File: config.mk
export PLATFORM = sky130hd
export DESIGN_NAME = shift_sequencer
export DESIGN_NICKNAME = d
export VERILOG_FILES = /design/src/rtl/shift_sequencer.sv
export SDC_FILE = /design/constraint.sdc
export NUM_CORES = 1
export LEC_CHECK = 0
export CAP_MARGIN = 10
export CORE_MARGIN = 2
export CORE_UTILIZATION = 51
export CTS_CLUSTER_DIAMETER = 150
export CTS_CLUSTER_SIZE = 24
export DETAILED_ROUTE_END_ITERATION = 10
export PLACE_DENSITY_LB_ADDON = 0.1
export RECOVER_POWER = 100
export SLEW_MARGIN = 5
export SYNTH_ARGS = -nofsm -noshare
export SYNTH_HDL_FRONTEND = slang
export SYNTH_SLANG_ARGS = --single-unit
File: constraint.sdc
create_clock -name clk -period 2.3 [get_ports clk]
set_input_delay 0.46 -clock clk [delete_from_list [all_inputs] [get_ports clk]]
set_output_delay 0.46 -clock clk [all_outputs]
set_load 0.02 [all_outputs]
File: src/rtl/shift_sequencer.sv
// Multi-step shift/rotate sequencer: one bit per clock for `count` steps, result and flags registered on the final step.
// Latency count+1 cycles from accept; the result is held stable in DONE until res_ready, and no new request is taken until then.
module shift_sequencer #(
  parameter int Width = 16,
  parameter int CntW  = 5
) (
  input  logic             clk,
  input  logic             rst_n,
  input  logic             start_valid,
  output logic             start_ready,
  input  logic [2:0]       op,
  input  logic [Width-1:0] a,
  input  logic [CntW-1:0]  count,
  input  logic             cin,
  output logic             res_valid,
  input  logic             res_ready,
  output logic [Width-1:0] result,
  output logic             c_flag,
  output logic             z_flag,
  output logic             n_flag,
  output logic             p_flag,
  output logic             busy
);

  typedef enum logic [1:0] {IDLE, SHIFT, DONE} state_t;

  state_t           state, state_nxt;
  logic [2:0]       op_q;
  logic [Width-1:0] r_q;
  logic             k_q;
  logic [CntW-1:0]  cnt_q;

  logic [Width-1:0] step_r;
  logic             step_k;
  logic             last_step;
  logic             load_res;
  logic [Width-1:0] res_src;
  logic             res_c;

  // One single-bit step of working register R and carry K.
  always_comb begin
    step_r = r_q;
    step_k = k_q;
    case (op_q)
      3'b000, 3'b010: begin step_k = r_q[Width-1]; step_r = {r_q[Width-2:0], 1'b0};      end
      3'b001:         begin step_k = r_q[0];       step_r = {1'b0, r_q[Width-1:1]};      end
      3'b011:         begin step_k = r_q[0];       step_r = {r_q[Width-1], r_q[Width-1:1]}; end
      3'b100:         begin step_k = r_q[Width-1]; step_r = {r_q[Width-2:0], r_q[Width-1]}; end
      3'b101:         begin step_k = r_q[0];       step_r = {r_q[0], r_q[Width-1:1]};    end
      3'b110:         begin step_k = r_q[Width-1]; step_r = {r_q[Width-2:0], k_q};       end
      default:        begin step_k = r_q[0];       step_r = {k_q, r_q[Width-1:1]};       end
    endcase
  end

  always_ff @(posedge clk or negedge rst_n) begin
    if (!rst_n) state <= IDLE;
    else        state <= state_nxt;
  end

  always_comb begin
    state_nxt = state;
    last_step = 1'b0;
    load_res  = 1'b0;
    res_src   = a;
    res_c     = cin;
    case (state)
      IDLE: begin
        if (start_valid) begin
          state_nxt = (count != '0) ? SHIFT : DONE;
          load_res  = (count == '0);
        end
      end
      SHIFT: begin
        last_step = (cnt_q == CntW'(1));
        res_src   = step_r;
        res_c     = step_k;
        load_res  = last_step;
        if (last_step) state_nxt = DONE;
      end
      default: begin
        if (res_ready) state_nxt = IDLE;
      end
    endcase
  end

  always_ff @(posedge clk or negedge rst_n) begin
    if (!rst_n) begin
      op_q  <= '0;
      r_q   <= '0;
      k_q   <= 1'b0;
      cnt_q <= '0;
    end else if (state == IDLE && start_valid) begin
      op_q  <= op;
      r_q   <= a;
      k_q   <= cin;
      cnt_q <= count;
    end else if (state == SHIFT) begin
      r_q   <= step_r;
      k_q   <= step_k;
      cnt_q <= cnt_q - CntW'(1);
    end
  end

  // Result and flags only change on the transition into DONE, so they are steady while res_valid is high.
  always_ff @(posedge clk or negedge rst_n) begin
    if (!rst_n) begin
      result <= '0;
      c_flag <= 1'b0;
      z_flag <= 1'b0;
      n_flag <= 1'b0;
      p_flag <= 1'b0;
    end else if (load_res) begin
      result <= res_src;
      c_flag <= res_c;
      z_flag <= (res_src == '0);
      n_flag <= res_src[Width-1];
      p_flag <= ~^res_src;
    end
  end

  assign start_ready = rst_n && (state == IDLE);
  assign res_valid   = (state == DONE);
  assign busy        = (state != IDLE);

endmodule
==> metrics.txt, run 1 <==
status complete, no violations; Fmax 0.449 GHz; area of the multi-input gates 1310 um2; clock root cell clkbuf_8; DIE AREA 5560 um2; origin of the critical flop-to-flop path op_q[0]; reg2reg end p_flag; Area contributors post-synth dfrtp_1 45%, a221o_1 7.5%, mux2i_1 5.9%, ha_1 4.9%, o31ai_1 4.4%; I/O Pins 52; Crit Path Max Fanout 10; Die H 74.5 um; EDFF count, synth 0; unrepaired setup endpoints after global routing true; growth of design area from synthesis to finish 34.3%; Final Max Tran Viols 0; first-pass GRT wire length 9.52 mm; Hold Violations, Final 0; Synth Register Bits 46; internal power 0.00361 W; slew of the pin with the lowest slew margin 1140 ps; Seq/Total Area, Yosys 0.454; TritonCTS clock tree done; Distinct cells, synth 39; Syn Nets 283; Commonest cells post-synth 46 x dfrtp_1, 25 x nor2_1, 20 x a21oi_1, 19 x a221o_1; fin crit share 0.968; share of cells above drive strength 1 0.194; R2R Setup Slk 70 ps; gr usage total 0.231; # fillers 403; nets 348; routability cong. 0.826; CP endpoint kind flip-flop; critical path depth 9; Mapped Avg Cell Area 10.4 um2; Worst Path Arrival 2410 ps; Buffers & Inverters on Critical Path 1; dpl hpwl 4.16 mm; R2R depth 9; htree depth 2; cells along the critical path buf_6, o22ai_1, and3_4, a21oi_1, ha_1, xnor2_2, xnor2_1, xnor2_1, mux2_1; aggregate global routing overflow 0; TritonCTS sink count 46; Placement Setup Slack -83.3 ps; HP Class input pin to asynchronous set/reset pin; clk buf depth 2; Synth Instances 244; antenna violations before repair 0; most frequent CP cell xnor2_1; DR iter-0 viols 167; Worst slew margin 0.240; DR pass1 iterations 4; Ys Warns 0; drt wl/cell 15.9 um; largest net degree at the start of global routing 47; Vias/cell 5.66; Comb pwr share 0.682; critical path's largest stage delay 450 ps; VDD IR max 0.00139 V; most frequent cell after synthesis dfrtp_1; CP max stage cell dfrtp_2; clock latency on the worst-skew pair 300 ps; Total Wirelength 5.98 mm; routed vias 2,135; Row Count 25; clk_skew 4.60 ps; Worst Setup Start Kind flip-flop; Die Span X 74.5 um; CP Launch Point op_q[0]; Cell Pwr Density 1830 nW/um2; hold_buf cts 0; switching share of power 0.422; FF+latch area 1150 um2; net switching power 0.00264 W; predominant post-synthesis flop cell dfrtp_1; Sequential Power Share 0.238; delay-heaviest family, CP flip-flops; Num CTS Buffers 5; number of global-route vias before repair 1,964; clock share of power 0.081; Final setup viols 0; antenna violation net count after detailed routing 0; Max-Cap Viols 0; Yosys top cell area share 0.454; number of remaining DRC errors 0; CTS clock-pin slew for the worst setup and hold paths 80 ps; diode count 0; WP data required 2480 ps; fin worst setup slack 73.9 ps; largest area contributor in the netlist dfrtp_1; Post-synth ARST share 1.00; P_leak 1.52 nW; Starting Density 0.534; synthesized area 2540 um2; count of input and output buffers 51; Final Power 0.00624 W; area of the core 4750 um2; fin crit period 2230 ps; Setup CP Type flip-flop to flip-flop
-- flip-flops by register name (all words and copies together) (netlist names) --
signal,count
p_flag,1
op_q,3
result,16
cnt_q,5
state,2
r_q,16
k_q,1
c_flag,1
z_flag,1
-- layer usage --
layer,routed length [um],vias to the layer above,GRT usage,part of all wire
li1,-,1041,-,-
met1,2670,1023,0.319,0.45
met2,2950,63,0.370,0.49
met3,253,8,0.0447,0.042
met4,106,0,0.0754,0.018
met5,0,-,0,0
-- worst reg2reg max path, stage by stage (launching register included) --
cell	delay [ps]
dfrtp_2	450
buf_6	160
o22ai_1	190
and3_4	230
a21oi_1	50
ha_1	310
xnor2_2	150
xnor2_1	200
xnor2_1	80
mux2_1	290
-- cell families (layout without fill, tap and decap cells) --
logic type | after synthesis | count (layout) | share of synthesized area
AO/OA/AOI/OAI | 85 | 85 | 0.236
XOR/XNOR | 7 | 7 | 0.0242
adder cells (fa/ha/maj) | 10 | 10 | 0.0493
buffers and inverters | 26 | 92 | 0.0518
flip-flops | 46 | 46 | 0.454
multiplexers | 21 | 21 | 0.0858
AND/OR/NAND/NOR | 49 | 49 | 0.0996
-- layout by cell type, fill, tap and decap left out, types with 2 or more instances in the layout --
cell type,instances
a21o_1,2
a21oi_1,11
a21oi_2,9
a221o_1,19
a22oi_1,2
buf_12,2
buf_4,17
buf_6,2
clkbuf_1,3
clkbuf_2,2
clkbuf_8,6
clkdlybuf4s50_1,27
dfrtp_1,45
dlygate4sd3_1,21
ha_1,10
inv_1,7
mux2_1,2
mux2_2,4
mux2i_1,15
nand2_1,6
nand4_1,2
nor2_1,20
nor2_2,7
nor2b_1,3
nor3_1,2
o21ai_0,16
o21ai_1,4
o31ai_1,15
xnor2_1,5
xnor2_2,2
-- through the flow --
step,util,hold WS (ps),cells,instance area (um2),TNS [ps]
finish,0.717,490,377,3410,0
global route,0.717,525,377,3410,-70.4
CTS,0.698,278,373,3320,0
global placement,0.677,482,365,3220,-40.2
detailed placement,0.677,489,365,3220,-83.3
floorplan,-,164,244,2540,0
-- how the worst max path moves through the flow --
stage	to
after floorplan	p_flag
after global placement	p_flag
after detailed placement	p_flag
after CTS	p_flag
after global routing	p_flag
final	p_flag
-- area by class of cell --
type / instances / area share
multi-input combinational: 172 / 0.385
sequential: 46 / 0.338
timing repair buffer: 77 / 0.218
clock buffer: 7 / 0.0253
tap: 67 / 0.0246
inverter: 7 / 0.00771
clock inverter: 1 / 0.00147
-- power by group through the flow --
| stage | combinational (W) | clock (W) | sequential (W) |
|---|---|---|---|
| finish | 0.00426 | 0.000504 | 0.00148 |
| global route | 0.00466 | 0.000555 | 0.00154 |
| CTS | 0.00401 | 0.000519 | 0.00148 |
| detailed placement | 0.00397 | 0 | 0.00149 |
| global placement | 0.00384 | 0 | 0.00149 |
| floorplan | 0.00258 | 0 | 0.00158 |
-- what timing repair did --
action                                  CTS  global route
resized for setup                         4            22
pin swaps                                 0             3
hold endpoints to repair                  0             0
buffers inserted                          0             3
gates cloned                              0             1
endpoints found under the setup margin    2             3
Power figures use the tool's default switching activity.
==> inputs of run 2 (changes only) <==
--- a/config.mk
+++ b/config.mk
@@ -11,6 +11,7 @@
 export CTS_CLUSTER_DIAMETER = 150
 export CTS_CLUSTER_SIZE = 24
 export DETAILED_ROUTE_END_ITERATION = 10
+export MAX_ROUTING_LAYER = met4
 export PLACE_DENSITY_LB_ADDON = 0.1
 export RECOVER_POWER = 100
 export SLEW_MARGIN = 5
==> run 2 against run 1 <==
  * Sequential cell count unchanged
  * Clock power grew 2%
  * Final cell count shrank 0.27%
  * Combinational power is essentially flat
  * Hold slack worse by 4.7 ps
  * Wire length barely moved
  * Global-route usage grew 0.74 points
  * Core utilization down 0.079 points
  * Via count hardly changed
  * Critical path depth unchanged
  * Register-to-register slack about the same
  * Largest cell class unchanged
==> metrics.txt, run 2 (same netlist as run 1, synthesis figures left out) <==
Die H 74.5 um; status complete, no violations; aggregate global routing overflow 0; VDD IR max 0.00139 V; DR top layer met4; DR pass1 iterations 4; slew of the pin with the lowest slew margin 1160 ps; WP data required 2490 ps; Worst Setup Start Kind flip-flop; Starting Density 0.534; number of global-route vias before repair 1,965; growth of design area from synthesis to finish 34.2%; wire length on met1 2.70 mm; # fillers 403; Die Span X 74.5 um; unrepaired setup endpoints after global routing true; Worst slew margin 0.229; antenna violation net count after detailed routing 0; clock root cell clkbuf_8; hold_buf cts 0; htree depth 2; Regs by FF count r_q: 16 flops, result: 16 flops, cnt_q: 5 flops; number of remaining DRC errors 0; routability cong. 0.838; TritonCTS clock tree done; Final Max Tran Viols 0; Worst Path Arrival 2410 ps; nets 347; count of input and output buffers 51; first-pass GRT wire length 9.52 mm; clk buf depth 2; largest net degree at the start of global routing 47; commonest cells after routing, fill and taps aside 45 x dfrtp_1, 27 x clkdlybuf4s50_1, 21 x dlygate4sd3_1; fin crit period 2220 ps; gr usage total 0.238; DR iter-0 viols 156; clock latency on the worst-skew pair 300 ps; TritonCTS sink count 46; antenna violations before repair 0; Placement Setup Slack -83.3 ps; P_leak 1.51 nW; Fmax 0.450 GHz; diode count 0; final core occ 0.716; HP Class input pin to asynchronous set/reset pin; CTS clock-pin slew for the worst setup and hold paths 80 ps; area of the core 4750 um2; routed vias 2,136; Crit Path Max Fanout 9; Final setup viols 0; Hold Violations, Final 0; most common cell after layout, fill and taps aside dfrtp_1; Row Count 25; Setup CP Type flip-flop to flip-flop; Cell Pwr Density 1840 nW/um2; Num CTS Buffers 5; DIE AREA 5560 um2; met2 routed WL 2.92 mm; fin crit share 0.966; I/O Pins 52; metal3 WL 236 um; CP endpoint kind flip-flop; share of cells above drive strength 1 0.194; drt wl/cell 15.9 um; fin worst setup slack 78.8 ps; dpl hpwl 4.16 mm; Max-Cap Viols 0; Vias/cell 5.68; clk_skew 4.12 ps; Total Wirelength 5.98 mm
run 2: what timing repair did:
action	CTS	global route
resized for setup	4	23
buffers inserted	0	2
endpoints found under the setup margin	2	3
pin swaps	0	3
cloned	0	1
run 2: final timing paths:
path | end | start | slack, ps | cells after the start
min in group clk | result[10] | result[10] | 500 | 2
setup reg to reg | p_flag | op_q[0] | 80 | 9
hold / removal | c_flag | rst_n | 490 | 2
max in group asynchronous | op_q[0] | rst_n | 1040 | 2
hold reg to reg | result[10] | result[10] | 500 | 2
setup / recovery | p_flag | op_q[0] | 80 | 9
run 2: routing by layer:
metal / track usage / up-vias
met5: - / -
met4: 0.0754 / 0
met3: 0.0447 / 10
li1: - / 1037
met2: 0.372 / 46
met1: 0.317 / 1043
run 2: critical path: stages (launching register included):
cell and delay, ps:
dfrtp_2 420, buf_12 150, mux2i_1 210, nor2_2 50, a21oi_1 240, ha_1 290, xnor2_1 190, xnor2_1 170
xnor2_1 100, mux2_1 290
run 2: cell type report:
| class | instances | area (um2) | share of cell area |
|---|---|---|---|
| clock inverters | 1 | 5.00 | 0.00147 |
| multi-input cells | 172 | 1320 | 0.387 |
| repair buffers | 76 | 734 | 0.216 |
| inverters | 7 | 26.3 | 0.00772 |
| flip-flops and latches | 46 | 1150 | 0.338 |
| clock buffers | 7 | 86.3 | 0.0254 |
| well taps | 67 | 83.8 | 0.0246 |
run 2: stage by stage:
stage	instance area [um2]	setup TNS, ps	hold slack, ps	cells	power, W
floorplan	2540	0	164	244	0.00416
CTS	3320	0	278	373	0.00601
finish	3400	0	485	376	0.00625
global placement	3220	-40.2	482	365	0.00533
detailed placement	3220	-83.3	489	365	0.00546
global route	3400	-70.3	525	376	0.00673
run 2: power by group:
| part | switching (W) | internal [W] | leakage, nW | total, W |
|---|---|---|---|---|
| sequential | 0.000289 | 0.00119 | 0.574 | 0.00148 |
| combinational | 0.00209 | 0.00216 | 0.892 | 0.00426 |
| clock | 0.000271 | 0.000243 | 0.0482 | 0.000513 |
==> inputs of run 3 (changes only) <==
--- a/config.mk
+++ b/config.mk
@@ -12,7 +12,7 @@
 export CTS_CLUSTER_SIZE = 24
 export DETAILED_ROUTE_END_ITERATION = 10
 export MAX_ROUTING_LAYER = met4
-export PLACE_DENSITY_LB_ADDON = 0.1
+export PLACE_DENSITY = 0.79
 export RECOVER_POWER = 100
 export SLEW_MARGIN = 5
 export SYNTH_ARGS = -nofsm -noshare
==> run 3 against run 2 <==
  * Non-clock buffer count is 6 lower
  * Cell area is 3.0% lower
  * Sequential share of layout area is 1.0 points higher
  * Maximum frequency is 2.0% lower
  * Global-route usage is 0.99 points lower
  * Final cell count is 1.6% lower
  * Setup slack worse by 45 ps
  * Clock skew is 3.9 ps higher
  * Power is 5.5% lower
  * Sequential power hardly changed
  * Clock power is 1% higher
  * Die area stayed put
==> metrics.txt, run 3 (same netlist as run 1, synthesis figures left out) <==
drt wl/cell 15.8 um; hold_buf cts 0; Cell Pwr Density 1790 nW/um2; CP max stage cell dfrtp_2; internal power 0.00336 W; Num CTS Buffers 5; WP data required 2490 ps; Vias/cell 5.79; most common cell after layout, fill and taps aside dfrtp_1; Crit Path Max Fanout 39; Placement Setup Slack -65.9 ps; Regs by FF count r_q: 16 flops, result: 16 flops, cnt_q: 5 flops; Max-Cap Viols 0; net switching power 0.00254 W; DIE AREA 5560 um2; gr usage total 0.228; growth of design area from synthesis to finish 30.2%; TritonCTS clock tree done; P_leak 1.46 nW; nets 341; CP endpoint kind flip-flop; most frequent CP cell xnor2_1; routability cong. 0.815; cells along the critical path nand2b_1, buf_12, nor2_1, a21oi_2, ha_1, xnor2_1, xnor2_1, xnor2_1, mux2_1; diode count 0; clk buf depth 2; Total Wirelength 5.86 mm; Starting Density 0.534; htree depth 2; first-pass GRT wire length 9.20 mm; DR pass1 iterations 4; fin crit share 0.985; met2 routed WL 3.01 mm; antenna violations before repair 0; wire length on met1 2.49 mm; total negative setup slack 0 ps; clock latency on the worst-skew pair 300 ps; number of global-route vias before repair 1,923; slew of the pin with the lowest slew margin 1130 ps; Worst Path Arrival 2450 ps; Die H 74.5 um; count of input and output buffers 51; Final Max Tran Viols 0; antenna violation net count after detailed routing 0; number of remaining DRC errors 0; VDD IR max 0.00131 V; clock share of power 0.088; fin crit period 2270 ps; Buffers & Inverters on Critical Path 1; Setup Buffers After CTS 0; metal3 WL 272 um; dpl cell area 3210 um2; DR top layer met4; Final Power 0.00591 W; Fmax 0.441 GHz; clk_skew 8.04 ps; routed vias 2,141; Setup CP Type flip-flop to flip-flop; HP Class input pin to asynchronous set/reset pin; delay-heaviest family, CP XOR/XNOR gates; final core occ 0.695; status complete, no violations; dpl hpwl 4.16 mm; Sequential Power Share 0.250; largest net degree at the start of global routing 47; Die Span X 74.5 um; CTS clock-pin slew for the worst setup and hold paths 80 ps; I/O Pins 52; Final setup viols 0; fin area 3300 um2; share of cells above drive strength 1 0.165; TritonCTS sink count 46; Worst slew margin 0.249; aggregate global routing overflow 0; critical path's largest stage delay 440 ps; Row Count 25; DR iter-0 viols 155; Worst Setup Start Kind flip-flop; Hold Violations, Final 0; unrepaired setup endpoints after global routing true; clock root cell clkbuf_8; area of the core 4750 um2; fin worst setup slack 34.1 ps; switching share of power 0.431; commonest cells after routing, fill and taps aside 45 x dfrtp_1, 27 x clkdlybuf4s50_1, 23 x nor2_1; Comb pwr share 0.662
-- run 3: changes by cell type in the layout (fill, tap and decap cells not counted), moves of 2 or more --
| cell | delta |
|---|---|
| buf_4 | -2 |
| buf_6 | -2 |
| clkbuf_1 | -2 |
| nor2_1 | +3 |
| nor2_2 | -4 |
| o21ai_0 | +3 |
| o21ai_1 | -3 |
| xnor2_1 | +2 |
| xnor2_2 | -2 |
-- run 3: worst register-to-register path: cells and delay by family, from the launching register on --
family	cells	cell delay, ps
muxes	1	280
adders and majority gates	1	320
DFF	1	440
AOI/OAI and AO/OA	1	70
and+or+nand+nor	2	410
buffers and inverters	1	190
xor gates and xnor gates	3	460
-- run 3: final cells by class --
class,count,area [um2]
Tap cell,67,83.8
Clock inverter,2,12.5
Inverter,7,26.3
Fill cell,381,1450
Timing Repair Buffer,70,659
Sequential cell,46,1150
Clock buffer,6,82.6
Multi-Input combinational cell,172,1290
-- run 3: repair_timing --
| item | CTS | global route |
|---|---|---|
| setup endpoints to repair | 1 | 2 |
| pin swaps | 0 | 0 |
| gates resized for setup | 3 | 12 |
-- run 3: through the flow --
stage                     hold slack [ps]  std cells
after floorplan                       164        244
after global placement                481        362
after detailed placement              490        362
after CTS                             269        370
after global routing                  529        370
final                                 466        370
-- run 3: worst paths after layout --
path | startpoint | end | slack, ps | cells after the start
setup / recovery | state[1] | p_flag | 30 | 9
hold / removal | rst_n | c_flag | 470 | 2
setup reg to reg | state[1] | p_flag | 30 | 9
hold reg to reg | p_flag | p_flag | 500 | 1
max in group asynchronous | rst_n | state[1] | 1090 | 2
min in group clk | p_flag | p_flag | 500 | 1
-- run 3: power by group through the flow --
stage                     sequential [W]  combinational [W]  clock [W]
final                            0.00148            0.00391   0.000518
after detailed placement         0.00150            0.00391          0
after floorplan                  0.00158            0.00258          0
after CTS                        0.00148            0.00398   0.000523
after global routing             0.00153            0.00422   0.000558
after global placement           0.00148            0.00380          0
-- run 3: per-layer routing --
metal / track usage / up-vias
met1: 0.277 / 1051
li1: - / 1028
met5: - / -
met4: 0.0615 / 0
met3: 0.0488 / 7
met2: 0.386 / 55
